==> src/rtl/mult_pkg.sv <==
// Shared widths and types for the 4x4 unsigned array multiplier.
package mult_pkg;
  localparam int MULT_W = 4;
  localparam int PROD_W = 8;

  typedef logic [MULT_W-1:0] operand_t;
  typedef logic [PROD_W-1:0] product_t;
endpackage

==> src/rtl/multiplier_4bit_full_adder.sv <==
// One-bit full adder from gate equations; used with cin tied low as a half adder.
// Latency: combinational; no backpressure.
module full_adder
  import mult_pkg::*;
(
  input  logic a,
  input  logic b,
  input  logic cin,
  output logic sum,
  output logic cout
);
  assign sum  = a ^ b ^ cin;
  assign cout = (a & b) | (cin & (a ^ b));
endmodule

==> src/rtl/multiplier_4bit.sv <==
// Unsigned 4x4 array multiplier: combinational P plus a registered copy P_q.
// Latency: P 0 cycles, P_q 1 cycle; no backpressure, a new product is accepted every cycle.
module multiplier_4bit
  import mult_pkg::*;
(
  input  logic       clk,
  input  logic       rst,
  input  logic [3:0] A,
  input  logic [3:0] B,
  output logic [7:0] P,
  output logic [7:0] P_q,
  output logic       p_valid
);
  // pp[i][j] = A[j] & B[i]: row i is the multiplicand gated by multiplier bit i.
  operand_t pp [MULT_W];

  for (genvar i = 0; i < MULT_W; i++) begin : g_pp_row
    for (genvar j = 0; j < MULT_W; j++) begin : g_pp_bit
      assign pp[i][j] = A[j] & B[i];
    end
  end

  logic s1_0, s1_1, s1_2, s1_3, c1_0, c1_1, c1_2, c1_3;
  logic s2_0, s2_1, s2_2, s2_3, c2_0, c2_1, c2_2, c2_3;
  logic s3_0, s3_1, s3_2, s3_3, c3_0, c3_1, c3_2, c3_3;

  // Row 1: pp row 1 against pp row 0 shifted down one place.
  full_adder u_r1_c0 (.a(pp[1][0]), .b(pp[0][1]), .cin(1'b0), .sum(s1_0), .cout(c1_0));
  full_adder u_r1_c1 (.a(pp[1][1]), .b(pp[0][2]), .cin(c1_0), .sum(s1_1), .cout(c1_1));
  full_adder u_r1_c2 (.a(pp[1][2]), .b(pp[0][3]), .cin(c1_1), .sum(s1_2), .cout(c1_2));
  full_adder u_r1_c3 (.a(pp[1][3]), .b(1'b0),     .cin(c1_2), .sum(s1_3), .cout(c1_3));

  // Each later row takes the upper three sums and carry-out of the row above.
  full_adder u_r2_c0 (.a(pp[2][0]), .b(s1_1), .cin(1'b0), .sum(s2_0), .cout(c2_0));
  full_adder u_r2_c1 (.a(pp[2][1]), .b(s1_2), .cin(c2_0), .sum(s2_1), .cout(c2_1));
  full_adder u_r2_c2 (.a(pp[2][2]), .b(s1_3), .cin(c2_1), .sum(s2_2), .cout(c2_2));
  full_adder u_r2_c3 (.a(pp[2][3]), .b(c1_3), .cin(c2_2), .sum(s2_3), .cout(c2_3));

  full_adder u_r3_c0 (.a(pp[3][0]), .b(s2_1), .cin(1'b0), .sum(s3_0), .cout(c3_0));
  full_adder u_r3_c1 (.a(pp[3][1]), .b(s2_2), .cin(c3_0), .sum(s3_1), .cout(c3_1));
  full_adder u_r3_c2 (.a(pp[3][2]), .b(s2_3), .cin(c3_1), .sum(s3_2), .cout(c3_2));
  full_adder u_r3_c3 (.a(pp[3][3]), .b(c2_3), .cin(c3_2), .sum(s3_3), .cout(c3_3));

  assign P = {c3_3, s3_3, s3_2, s3_1, s3_0, s2_0, s1_0, pp[0][0]};

  product_t P_d;
  logic     valid_d;
  logic     valid_q;

  always_comb begin
    P_d     = P;
    valid_d = 1'b1;
  end

  always_ff @(posedge clk or posedge rst) begin
    if (rst) begin
      P_q     <= '0;
      valid_q <= 1'b0;
    end else begin
      P_q     <= P_d;
      valid_q <= valid_d;
    end
  end

  assign p_valid = valid_q;
endmodule

==> config.mk <==
export PLATFORM = sky130hd
export DESIGN_NAME = multiplier_4bit
export DESIGN_NICKNAME = d
export VERILOG_FILES = /design/src/rtl/mult_pkg.sv /design/src/rtl/multiplier_4bit_full_adder.sv /design/src/rtl/multiplier_4bit.sv
export SDC_FILE = /design/constraint.sdc
export NUM_CORES = 1
export LEC_CHECK = 0
export BUFFER_PORTS_ARGS = -buffer_cell sky130_fd_sc_hd__buf_2
export CORE_UTILIZATION = 29
export CTS_BUF_LIST = sky130_fd_sc_hd__clkbuf_16
export DETAILED_ROUTE_END_ITERATION = 7
export PLACE_DENSITY = 0.6
export REMOVE_ABC_BUFFERS = 1
export SLEW_MARGIN = 5
export SYNTH_ARGS = -nofsm -noshare
export SYNTH_HDL_FRONTEND = slang
export SYNTH_SLANG_ARGS = --single-unit
==> constraint.sdc <==
create_clock -name clk -period 3.69 [get_ports clk]
set_clock_uncertainty 0.1 [all_clocks]
set_input_delay 0 -clock clk [delete_from_list [all_inputs] [get_ports clk]]
set_output_delay 0 -clock clk [all_outputs]
set_load 0.02 [all_outputs]
Word level (Yosys, flattened, before mapping)
Index checks and enable logic that the tools add are counted.

Bitwise logic cells: 64.

Operators by type and width (number): 1-bit AND (36); 1-bit bitwise XOR (20); 1-bit bitwise OR (8).

Register bits after elaboration: 9. Word-level logic and storage cells: 66. Input bits: 10. Output and inout bits: 17.

Logic depth before layout (Yosys ltp)
Word-level depth: 16. Mapped depth: 16. Gate-level depth less buffers: 15.

Cells and area by module
Synthesis repeated with hierarchy kept, for this count alone.

Cell total of the unflattened synthesis: 48. Area total of the unflattened synthesis: 636.9 um^2.

By module, submodules not included: multiplier_4bit (instances 1, area an instance 396.6 um^2, cells an instance 36, sequential area each 225.2 um^2); full_adder (instances 12, area an instance 20.0 um^2, cells an instance 1, sequential area each 0.0 um^2).

Least setup slack after synthesis
Ideal clock, no wire load.

Path type: input to output. From: in A[0]. To: out P[6]. Buffers on the path: 1. Slack: 0.305 ns. Data arrival time: 3.285 ns. Stages: 14. Cells stage by stage: and2_1 ha_1 inv_1 fa_1 fa_1 fa_1 fa_1 inv_1 fa_1 inv_1 fa_1 inv_1 fa_1 buf_4.

Word-level cells in the longest chain between the ends: 15.

Ends and longest elaborated chain: from (decl) (line multiplier_4bit.sv:8) `input logic [3:0] A,`; 1-bit AND (line multiplier_4bit.sv:19) `assign pp[i][j] = A[j] & B[i];`; 1-bit AND (2 in a row) (line multiplier_4bit_full_adder.sv:13) `assign cout = (a & b) | (cin & (a ^ b));`; 1-bit bitwise OR (line multiplier_4bit_full_adder.sv:13); 1-bit AND / 1-bit bitwise XOR (equally long branches) (line multiplier_4bit_full_adder.sv:13, multiplier_4bit_full_adder.sv:12); 1-bit bitwise OR / 1-bit bitwise XOR (equally long branches) (line multiplier_4bit_full_adder.sv:13, multiplier_4bit_full_adder.sv:12); 1-bit bitwise XOR / 1-bit AND (equally long branches) (line multiplier_4bit_full_adder.sv:12, multiplier_4bit_full_adder.sv:13); 1-bit bitwise XOR / 1-bit bitwise OR (equally long branches) (line multiplier_4bit_full_adder.sv:12, multiplier_4bit_full_adder.sv:13); 1-bit bitwise XOR / 1-bit AND (equally long branches) (line multiplier_4bit_full_adder.sv:12, multiplier_4bit_full_adder.sv:13); 1-bit bitwise XOR / 1-bit bitwise OR (equally long branches) (line multiplier_4bit_full_adder.sv:13); 1-bit AND / 1-bit bitwise XOR (equally long branches) (line multiplier_4bit_full_adder.sv:13, multiplier_4bit_full_adder.sv:12); 1-bit bitwise OR / 1-bit bitwise XOR (equally long branches) (line multiplier_4bit_full_adder.sv:13); 1-bit AND (line multiplier_4bit_full_adder.sv:13); 1-bit bitwise OR (line multiplier_4bit_full_adder.sv:13); 1-bit bitwise XOR (*) (line multiplier_4bit_full_adder.sv:12) `assign sum = a ^ b ^ cin;`; to (decl) (line multiplier_4bit.sv:10) `output logic [7:0] P,`.

Every way passes the cells marked *; elsewhere a longest branch is shown, timed or not.

Worst setup path in the final report
From: in A[1]. To: out P[6].

Word-level cells in the longest chain between the ends: 15.

Ends and longest elaborated chain (line): 1-bit AND (multiplier_4bit.sv:19); 1-bit AND / 1-bit bitwise XOR (equally long branches) (multiplier_4bit_full_adder.sv:13, multiplier_4bit_full_adder.sv:12); 1-bit AND (multiplier_4bit_full_adder.sv:13); 1-bit bitwise OR (multiplier_4bit_full_adder.sv:13); 1-bit AND / 1-bit bitwise XOR (equally long branches) (multiplier_4bit_full_adder.sv:13, multiplier_4bit_full_adder.sv:12); 1-bit bitwise OR / 1-bit bitwise XOR (equally long branches) (multiplier_4bit_full_adder.sv:13, multiplier_4bit_full_adder.sv:12); 1-bit bitwise XOR / 1-bit AND (equally long branches) (multiplier_4bit_full_adder.sv:12, multiplier_4bit_full_adder.sv:13); 1-bit bitwise XOR / 1-bit bitwise OR (equally long branches) (multiplier_4bit_full_adder.sv:12, multiplier_4bit_full_adder.sv:13); 1-bit bitwise XOR / 1-bit AND (equally long branches) (multiplier_4bit_full_adder.sv:12, multiplier_4bit_full_adder.sv:13); 1-bit bitwise XOR / 1-bit bitwise OR (equally long branches) (multiplier_4bit_full_adder.sv:13); 1-bit AND / 1-bit bitwise XOR (equally long branches) (multiplier_4bit_full_adder.sv:13, multiplier_4bit_full_adder.sv:12); 1-bit bitwise OR / 1-bit bitwise XOR (equally long branches) (multiplier_4bit_full_adder.sv:13); 1-bit AND (multiplier_4bit_full_adder.sv:13); 1-bit bitwise OR (multiplier_4bit_full_adder.sv:13); 1-bit bitwise XOR (*) (multiplier_4bit_full_adder.sv:12).

Marked as above.

==> report_table.html <==
<table>
<tr><th>Metric</th><th>Value</th></tr>
<tr><th colspan="2">Timing</th></tr>
<tr><td>TNS Setup</td><td>0 ns</td></tr>
<tr><td>Count of final max-slew check failures</td><td>0</td></tr>
<tr><td>Final worst-path setup slack</td><td>0.1415 ns</td></tr>
<tr><td>Final count of negative-setup-slack endpoints</td><td>0</td></tr>
<tr><td>Fin crit period</td><td>3.548 ns</td></tr>
<tr><td>Peak Freq</td><td>0.2818 GHz</td></tr>
<tr><td>Ratio of final minimum period to clock period</td><td>0.9616</td></tr>
<tr><td>Fin. Hold Viols</td><td>0</td></tr>
<tr><td>RSZ-0062 raised after global routing</td><td>false</td></tr>
<tr><td>Worst Hold Slack</td><td>0.02270 ns</td></tr>
<tr><th colspan="2">Logic synthesis</th></tr>
<tr><td>Number of warnings printed during yosys synthesis</td><td>0</td></tr>
<tr><td>Number of synthesized register bits</td><td>9</td></tr>
<tr><td>Number of different library cells in the post-synthesis netlist</td><td>8</td></tr>
<tr><td>Syn Area/Cell</td><td>10.74 um2</td></tr>
<tr><td>Number of standard cells after synthesis</td><td>58</td></tr>
<tr><td>Seq/Total Area, Yosys</td><td>0.3614</td></tr>
<tr><td>Cell area after synthesis</td><td>623.1 um2</td></tr>
<tr><th colspan="2">Global route</th></tr>
<tr><td>Overall routing resource usage</td><td>0.1152</td></tr>
<tr><td>Global route total overflow</td><td>0</td></tr>
<tr><td>Antenna violations before repair</td><td>0</td></tr>
<tr><td>Largest net degree at the start of global routing</td><td>10</td></tr>
<tr><td>Global-route wire length before repair</td><td>1.918 mm</td></tr>
<tr><td>Vias in the first global route</td><td>475</td></tr>
<tr><th colspan="2">Setup path</th></tr>
<tr><td>Startpoint class of the critical path</td><td>input port</td></tr>
<tr><td>Data required time of the critical path</td><td>3.59 ns</td></tr>
<tr><td>Largest fanout on the critical path</td><td>4</td></tr>
<tr><td>Data arrival time of the critical path</td><td>3.45 ns</td></tr>
<tr><td>Capturing element type of the critical path</td><td>output port</td></tr>
<tr><td>Worst Path Class, Setup</td><td>in2out</td></tr>
<tr><th colspan="2">Layout</th></tr>
<tr><td>Fillers</td><td>178</td></tr>
<tr><td>Combined area of the multi-input logic cells</td><td>326.6 um2</td></tr>
<tr><td>Layout cells sized above 1</td><td>0.5238</td></tr>
<tr><td>Final standard cell count with taps included and fillers excluded</td><td>111</td></tr>
<tr><td>Footprint of the flip-flops and latches</td><td>225.2 um2</td></tr>
<tr><td>Diodes inserted</td><td>0</td></tr>
<tr><td>Nets</td><td>107</td></tr>
<tr><td>Area Overhead vs Synth</td><td>44.98%</td></tr>
<tr><th colspan="2">Power</th></tr>
<tr><td>Clock Power Share</td><td>0.408</td></tr>
<tr><td>Leak Pwr</td><td>0.4827 nW</td></tr>
<tr><td>Switching fraction of total power</td><td>0.3120</td></tr>
<tr><td>Ratio of total power to cell area</td><td>512.5 nW/um2</td></tr>
<tr><td>Total power</td><td>0.4630 mW</td></tr>
<tr><td>Combinational power share</td><td>0.332</td></tr>
<tr><td>Seq pwr share</td><td>0.260</td></tr>
<tr><td>Internal power</td><td>0.3185 mW</td></tr>
<tr><td>Switching power total</td><td>0.1444 mW</td></tr>
<tr><td>Peak ir drop on the vdd network</td><td>0.2366 mV</td></tr>
<tr><th colspan="2">Routing</th></tr>
<tr><td>Vias</td><td>447</td></tr>
<tr><td>Wire length reported by the detailed router</td><td>1.146 mm</td></tr>
<tr><td>Number of remaining DRC errors</td><td>0</td></tr>
<tr><td>Vias per std cell</td><td>4.027</td></tr>
<tr><td>Count of nets left with antenna violations after detail routing</td><td>0</td></tr>
<tr><td>DR WL/cell</td><td>10.32 um</td></tr>
<tr><td>Detailed router's first-iteration violation count</td><td>0</td></tr>
<tr><td>Number of search-and-repair iterations in the first detailed-routing pass</td><td>1</td></tr>
<tr><th colspan="2">Die</th></tr>
<tr><td>Initial core utilization</td><td>0.3144</td></tr>
<tr><td>Area enclosed by the die boundary</td><td>2338 um2</td></tr>
<tr><td>Area of the core region</td><td>1982 um2</td></tr>
<tr><td>Die height</td><td>48.36 um</td></tr>
<tr><td>Floorplan row count</td><td>16</td></tr>
<tr><td>Number of top-level pins</td><td>27</td></tr>
<tr><td>Die Width</td><td>48.36 um</td></tr>
<tr><th colspan="2">Placed design</th></tr>
<tr><td>Post-detail-place hpwl</td><td>954 um</td></tr>
<tr><td># port buffers</td><td>26</td></tr>
<tr><td>Gpl congestion</td><td>0.6871</td></tr>
<tr><td>Cell count after placement</td><td>105</td></tr>
<tr><td>Worst-case setup slack after placement</td><td>0.03112 ns</td></tr>
<tr><th colspan="2">Clocking</th></tr>
<tr><td>Register clock-pin slew on the reported worst setup and hold paths</td><td>0.04 ns</td></tr>
<tr><td># H-tree levels</td><td>1</td></tr>
<tr><td>Clock tree from TritonCTS</td><td>yes</td></tr>
<tr><td>Clock buffer depth</td><td>2</td></tr>
<tr><td>CTS Root Buffer Type</td><td>clkbuf_16</td></tr>
<tr><td>CTS buffer count</td><td>3</td></tr>
<tr><td>Clock tree sinks</td><td>9</td></tr>
<tr><th colspan="2">Hold path</th></tr>
<tr><td>HP Class</td><td>in2reg</td></tr>
<tr><td>Number of cells on the worst hold path</td><td>3</td></tr>
<tr><td>Hold endpoint</td><td>P_q[0]</td></tr>
<tr><td>Worst hold start</td><td>A[0]</td></tr>
<tr><th colspan="2">Status</th></tr>
<tr><td>Run status</td><td>complete, no violations</td></tr>
<tr><th colspan="2">Job</th></tr>
<tr><td>Max cap viols</td><td>0</td></tr>
</table>
==> power by group through the flow <==
stage / clock (mW) / sequential, mW / combinational (mW)
3_5_place_dp: 0 / 0.122 / 0.141
4_1_cts: 0.192 / 0.121 / 0.143
2_1_floorplan: 0 / 0.147 / 0.0687
3_3_place_gp: 0 / 0.121 / 0.136
5_1_grt: 0.200 / 0.122 / 0.169
6_report: 0.189 / 0.120 / 0.154
==> final cells by class <==
class | count | share of cell area
Timing Repair Buffer | 29 | 0.2091
Inverter | 13 | 0.05402
Clock buffer | 3 | 0.08310
Tap cell | 27 | 0.03740
Multi-Input combinational cell | 29 | 0.3615
Clock inverter | 1 | 0.005540
Sequential cell | 9 | 0.2493
==> placed cells by master (no fill, tap or decap) <==
master	n
nand2_1	7
ha_1	3
clkinv_2	1
buf_2	21
and2_4	2
inv_1	8
dlygate4sd3_1	2
clkbuf_16	3
ha_4	1
conb_1	1
buf_4	1
fa_1	3
dfrtp_1	9
fa_2	5
buf_6	5
inv_2	5
and2_1	7
==> Yosys cell counts <==
library cell	number	area, um2
fa_1	8	160.2
and2_1	9	56.30
conb_1	1	3.750
dfrtp_1	9	225.2
buf_4	7	52.55
ha_1	4	50.05
inv_1	13	48.80
nand2_1	7	26.28
==> timing repair <==
item / in CTS / in global routing
endpoints found under the hold margin: 10 / 0
gates resized for setup: 0 / 23
hold buffers: 2 / 0
setup endpoints to repair: 0 / 2
buffers inserted: 0 / 0
==> layer usage <==
layer	vias up	routed length, um	GRT usage
met2	21	627	0.2136
met1	214	400	0.1010
met5	-	0	0
met4	0	42	0.1029
met3	5	76	0.02830
li1	207	-	-
==> worst max-delay path: stages <==
cell    delay, ns
buf_6        0.08
and2_4       0.15
ha_4         0.13
inv_2        0.03
fa_2         0.35
fa_1         0.49
fa_2         0.36
fa_2         0.55
inv_2        0.04
fa_2         0.33
inv_2        0.07
fa_2         0.19
inv_2        0.04
fa_1         0.53
buf_6        0.12
==> logic make-up (layout without fill, tap and decap cells) <==
logic type	count (synthesis)	after routing	synth area share
simple gates	16	16	0.1325
flops	9	9	0.3615
fa+ha+maj	12	12	0.3373
other cells	1	1	0.006018
buf+inv	20	46	0.1627
==> worst max path at each step <==
stage / start / to / slack, ns / depth (start not counted)
6_report: A[1] / P[6] / 0.14 / 15
5_1_grt: A[1] / P[6] / 0.0006 / 15
4_1_cts: B[0] / P[6] / 0.02 / 15
3_5_place_dp: B[0] / P[6] / 0.03 / 15
3_3_place_gp: B[1] / P[6] / 0.08 / 15
2_1_floorplan: A[0] / P_q[6] / 0.20 / 13
==> sequential cells by signal (all words and copies together) (netlist names) <==
signal and cells:
P_q 8, p_valid 1
==> metrics by stage <==
stage / area (um2) / utilization
after floorplan: 570.5 / -
after global placement: 742.0 / 0.3744
after detailed placement: 742.0 / 0.3744
after CTS: 842.1 / 0.4249
after global routing: 903.4 / 0.4558
final: 903.4 / 0.4558
(Power assumes the default switching activity.)
